`config.mk`:
```
export PLATFORM = sky130hd
export DESIGN_NAME = cache_fill_ctrl
export DESIGN_NICKNAME = d
export VERILOG_FILES = /design/src/rtl/mpu_cache_pkg.sv /design/src/rtl/sat_counter.sv /design/src/rtl/cache_fill_ctrl.sv
export SDC_FILE = /design/constraint.sdc
export NUM_CORES = 1
export LEC_CHECK = 0
export BUFFER_PORTS_ARGS = -buffer_cell sky130_fd_sc_hd__buf_4
export CORE_MARGIN = 3
export CORE_UTILIZATION = 47
export CTS_CLUSTER_DIAMETER = 30
export DETAILED_ROUTE_END_ITERATION = 10
export PLACE_DENSITY_LB_ADDON = 0.12
export SKIP_CTS_REPAIR_TIMING = 1
export SYNTH_ARGS = -nofsm -noshare
export SYNTH_HDL_FRONTEND = slang
export SYNTH_SLANG_ARGS = --single-unit
```
`constraint.sdc`:
```
create_clock -name clk -period 2.09 [get_ports clk]
set_input_delay 0.3135 -clock clk [delete_from_list [all_inputs] [get_ports clk]]
set_output_delay 0.3135 -clock clk [all_outputs]
set_load 0.01 [all_outputs]
```
`src/rtl/mpu_cache_pkg.sv`:
```
// rtl/mpu_cache_pkg.sv - shared constants and state encoding for the line-fill controller
package mpu_cache_pkg;

    localparam int LINE_BYTES = 32;
    localparam int OFFSET_W   = 5;

    typedef enum logic [1:0] {
        IDLE = 2'd0,
        FILL = 2'd1,
        DONE = 2'd2
    } state_e;

endpackage

```
`src/rtl/sat_counter.sv`:
```
// rtl/sat_counter.sv - saturating up-counter with increment enable
module sat_counter #(
    parameter int W = 16
) (
    input  logic         clk,
    input  logic         reset_n,
    input  logic         inc_i,
    output logic [W-1:0] count_o
);

    logic [W-1:0] count_q;
    logic [W-1:0] count_d;

    always_comb begin
        count_d = count_q;
        if (inc_i && (count_q != {W{1'b1}})) begin
            count_d = count_q + {{(W-1){1'b0}}, 1'b1};
        end
    end

    always_ff @(posedge clk or negedge reset_n) begin
        if (!reset_n) begin
            count_q <= '0;
        end else begin
            count_q <= count_d;
        end
    end

    assign count_o = count_q;

endmodule

```
`src/rtl/cache_fill_ctrl.sv`:
```
// rtl/cache_fill_ctrl.sv - single-line cache tag/valid holder and byte-wise line-fill sequencer
module cache_fill_ctrl
    import mpu_cache_pkg::*;
#(
    parameter int ADDR_W = 8,
    parameter int CNT_W  = 16
) (
    input  logic                clk,
    input  logic                reset_n,
    input  logic                cpu_req,
    input  logic [ADDR_W-1:0]   cpu_addr,
    output logic                cpu_ready,
    output logic                cpu_stall,
    input  logic                flush,
    output logic                mem_rd,
    output logic [ADDR_W-1:0]   mem_addr,
    input  logic                mem_ack,
    input  logic [7:0]          mem_data,
    output logic [7:0]          cache_data,
    output logic [OFFSET_W-1:0] cache_wroffset,
    output logic                cache_wren,
    output logic [OFFSET_W-1:0] cache_rdoffset,
    output logic [CNT_W-1:0]    miss_count
);

    localparam int TAG_W = ADDR_W - OFFSET_W;

    state_e              state_q, state_d;
    logic                valid_q, valid_d;
    logic [TAG_W-1:0]    tag_q, tag_d;
    logic [OFFSET_W-1:0] cnt_q, cnt_d;

    logic hit;
    logic start_fill;

    assign hit        = valid_q && (tag_q == cpu_addr[ADDR_W-1:OFFSET_W]);
    assign start_fill = (state_q == IDLE) && cpu_req && !hit && !flush;

    always_comb begin
        state_d    = state_q;
        valid_d    = valid_q;
        tag_d      = tag_q;
        cnt_d      = cnt_q;
        mem_rd     = 1'b0;
        cache_wren = 1'b0;
        unique case (state_q)
            IDLE: begin
                // flush wins over a simultaneous miss; nothing is fetched that cycle
                if (flush) begin
                    valid_d = 1'b0;
                end else if (cpu_req && !hit) begin
                    tag_d   = cpu_addr[ADDR_W-1:OFFSET_W];
                    valid_d = 1'b0;
                    cnt_d   = '0;
                    state_d = FILL;
                end
            end
            FILL: begin
                mem_rd     = 1'b1;
                cache_wren = mem_ack;
                if (mem_ack) begin
                    cnt_d = cnt_q + 5'd1;
                    if (cnt_q == 5'(LINE_BYTES - 1)) begin
                        state_d = DONE;
                    end
                end
            end
            DONE: begin
                // one spare cycle so the last falling-edge RAM write lands before a hit
                valid_d = 1'b1;
                state_d = IDLE;
            end
            default: begin
                state_d = IDLE;
            end
        endcase
    end

    always_ff @(posedge clk or negedge reset_n) begin
        if (!reset_n) begin
            state_q <= IDLE;
            valid_q <= 1'b0;
            tag_q   <= '0;
            cnt_q   <= '0;
        end else begin
            state_q <= state_d;
            valid_q <= valid_d;
            tag_q   <= tag_d;
            cnt_q   <= cnt_d;
        end
    end

    sat_counter #(
        .W(CNT_W)
    ) u_miss_cnt (
        .clk     (clk),
        .reset_n (reset_n),
        .inc_i   (start_fill),
        .count_o (miss_count)
    );

    assign cpu_ready      = cpu_req && hit && (state_q == IDLE);
    assign cpu_stall      = (state_q != IDLE);
    assign mem_addr       = {tag_q, cnt_q};
    assign cache_data     = mem_data;
    assign cache_wroffset = cnt_q;
    assign cache_rdoffset = cpu_addr[OFFSET_W-1:0];

endmodule

```
==> flow_summary_export.csv <==
group,metric,value,unit
synth,synthArstFlopShare,100,%
timing,slew_headroom,68.9,%
timing,maxClockFrequency,510,MHz
power,p_leak,0.840,nW
power,total_power,1.73,mW
run,cap_violations,0,
clock_network,cts.sinks,27,
grt,grtUsageTotal,16.6,%
synth,ys_ff_latch,27,
synth,avgSynthCellArea,10.2,sq um
grt,grt_overflow_total,0,
clock_network,clockRootBuffer,"clkbuf_4",
grt,grt_start_max_net_pins,28,
place,place_hpwl,2.39,mm
detailed_routing,wl_per_cell,14.1,um
synth,synth_seq_area_share,43.9,%
detailed_routing,wl,3.12,mm
detailed_routing,topRoutingLayerUsed,"met4",
timing,rsz0062_at_grt,"false",
timing,worst_pin_slew,0.466,ns
worst_setup_path,worst-endpoint-required,2.31,ns
clock_network,clock_latency,0.33,ns
die,chipWidth,63.2,um
synth,synth_edf_count,0,
synth,syn_inst,151,
timing,hold_viol_final,0,
synth,yosys.area.top_type_share,43.9,%
synth,synth.most_common_cell,"dfrtp_1",
min_path,hold_class,"input pin to flop",
die,core-area,0.00308,sq mm
die,start_util,50.0,%
detailed_routing,dr_wl_met2,1.51,mm
outcome,status,"finished, final reports clean",
timing,setup_slack,0.127,ns
detailed_routing,wl_met1,1.35,mm
synth,synth_top_area_cell,"dfrtp_1",
final_layout,fin_area,0.00181,sq mm
worst_setup_path,critPathMaxFanout,8,
synth,synth_nets,175,
worst_setup_path,worstSetupStartpointType,"flop",
grt,grt_pass1_vias,1155,
final_layout,final_nets,203,
worst_setup_path,cp-end-kind,"flop",
detailed_routing,drtIter0Drc,56,
detailed_routing,drc_errors,0,
detailed_routing,drtPass1Iterations,2,
timing,period_share,93.9,%
place,io_buffer_count,40,
final_layout,num_antenna_cells,0,
place,place_area,0.00177,sq mm
timing,fin_skew,0.0124,ns
final_layout,post-route-util,58.7,%
grt,antenna_found_initial,0,
clock_network,cts_buffers,3,
clock_network,clk_pin_slew_worst_paths,0.15,ns
die,rows,20,
grt,grt_pass1_wl,5.32,mm
detailed_routing,viasPerCell,5.34,
detailed_routing,vias,1186,
detailed_routing,ant_nets,0,
clock_network,htree_levels,1,
synth,synthAdderAreaFrac,2.44,%
synth,synthTopCellsByArea,"dfrtp_1 (44%), buf_4 (8.8%), xnor2_1 (8.5%), nand4_1 (4.5%), nand3_1 (3.3%)",
power,irDropWorstVdd,0.447,mV
synth,synth_cell_types,41,
power,powerDensity,956,mW/mm^2
die,num_io_pins,67,
timing,slew_violations,0,
synth,muxShareOfSynthArea,3.09,%
synth,synth_xor_area_share,9.11,%
synth,yosys_warnings,0,
place,pre_cts_slack,0.151,ns
synth,synth_top_family_by_area,"simple AND/OR/NAND/NOR gates",
synth,synthSimpleGateAreaFrac,22.3,%
timing,setup_tns,0,ns
clock_network,cts_buffer_depth,2,
worst_setup_path,path_class,"flop to flop",
timing,hold_ws,0.191,ns
die,dieArea,0.00400,sq mm
synth,synth_common_cells,"dfrtp_1 (27), buf_4 (18), xnor2_1 (15)",
place,dp_cells,217,
timing,setup_viol,0,
final_layout,area_delta_synth_final,17.4,%
timing,finalCriticalPeriod,1.96,ns
final_layout,final_layout_size_suffix_gt1_share,32.6,%
die,die_h,63.2,um
place,gp_congestion,0.808,
synth,synth_compound_area_share,7.40,%
final_layout,stdcell_count,222,
worst_setup_path,arrival,2.18,ns
detailed_routing,met3WireLength,192,um
clock_network,tritoncts,"yes",
synth,synth_top_flop_cell,"dfrtp_1",
synth,syn_area,0.00154,sq mm
[per-layer routing]
metal / track usage, % / up-vias
met2: 27.3 / 34
li1: - / 571
met5: 0 / -
met1: 20.3 / 567
met4: 7.28 / 0
met3: 4.63 / 14
[path summary, 6_finish.rpt]
| kind | slack [ns] | end | startpoint | depth (start not counted) |
|---|---|---|---|---|
| max in group asynchronous | 1.41 | u_miss_cnt.count_o[8] | reset_n | 2 |
| worst max register to register | 0.13 | u_miss_cnt.count_o[1] | state_q[0] | 4 |
| worst max-delay path | 0.13 | u_miss_cnt.count_o[1] | state_q[0] | 4 |
| worst min register to register | 0.52 | state_q[1] | state_q[1] | 1 |
| worst min-delay path | 0.19 | tag_q[0] | cpu_addr[5] | 3 |
| min in group asynchronous | 0.42 | state_q[0] | reset_n | 2 |
[power breakdown]
group / leakage, nW / total, mW / switching (mW) / internal [mW]
clock network: 0.0177 / 0.226 / 0.155 / 0.0717
logic: 0.469 / 0.730 / 0.339 / 0.390
registers: 0.354 / 0.771 / 0.138 / 0.633
total: 0.840 / 1.73 / 0.632 / 1.10
[cells in the final DEF, fill, tap and decap left out, types with 2 or more instances in the layout]
cell type  instances
and3_1             5
a41oi_1            2
nor3_1             4
and2_1             2
nand2_1           12
ha_1               3
xnor2_1           15
nor2_1             6
inv_1              5
dfrtp_1           27
nand2b_1           2
clkbuf_4           3
nand3_1           10
nand4_1           11
buf_4             45
[state kept, by name, summed over array words and instances, names as in the netlist]
| register | cells |
|---|---|
| valid_q | 1 |
| tag_q | 3 |
| u_miss_cnt.count_o | 16 |
| cache_wroffset | 5 |
| state_q | 2 |
[cells by family after synthesis]
kind of cell / count (synthesis)
xor gates and xnor gates: 16
muxes: 4
and+or+nand+nor: 61
adders and majority gates: 3
AOI/OAI and AO/OA: 12
DFF: 27
buffers and inverters: 28
[critical path, cell delays in order, from the launching register on]
cell     delay (ns)
dfrtp_1        0.43
or4b_4         0.58
a41oi_4        0.31
and2_4         0.23
mux2_4         0.29
[final cells by class]
class                   instances  area [sq um]
fillers                       269          1270
multi-input cells              96           682
flip-flops and latches         27           676
repair buffers                 46           348
well taps                      44          55.1
clock buffers                   3          22.5
inverters                       5          18.8
clock inverters                 1          5.00
(Power assumes the default switching activity.)
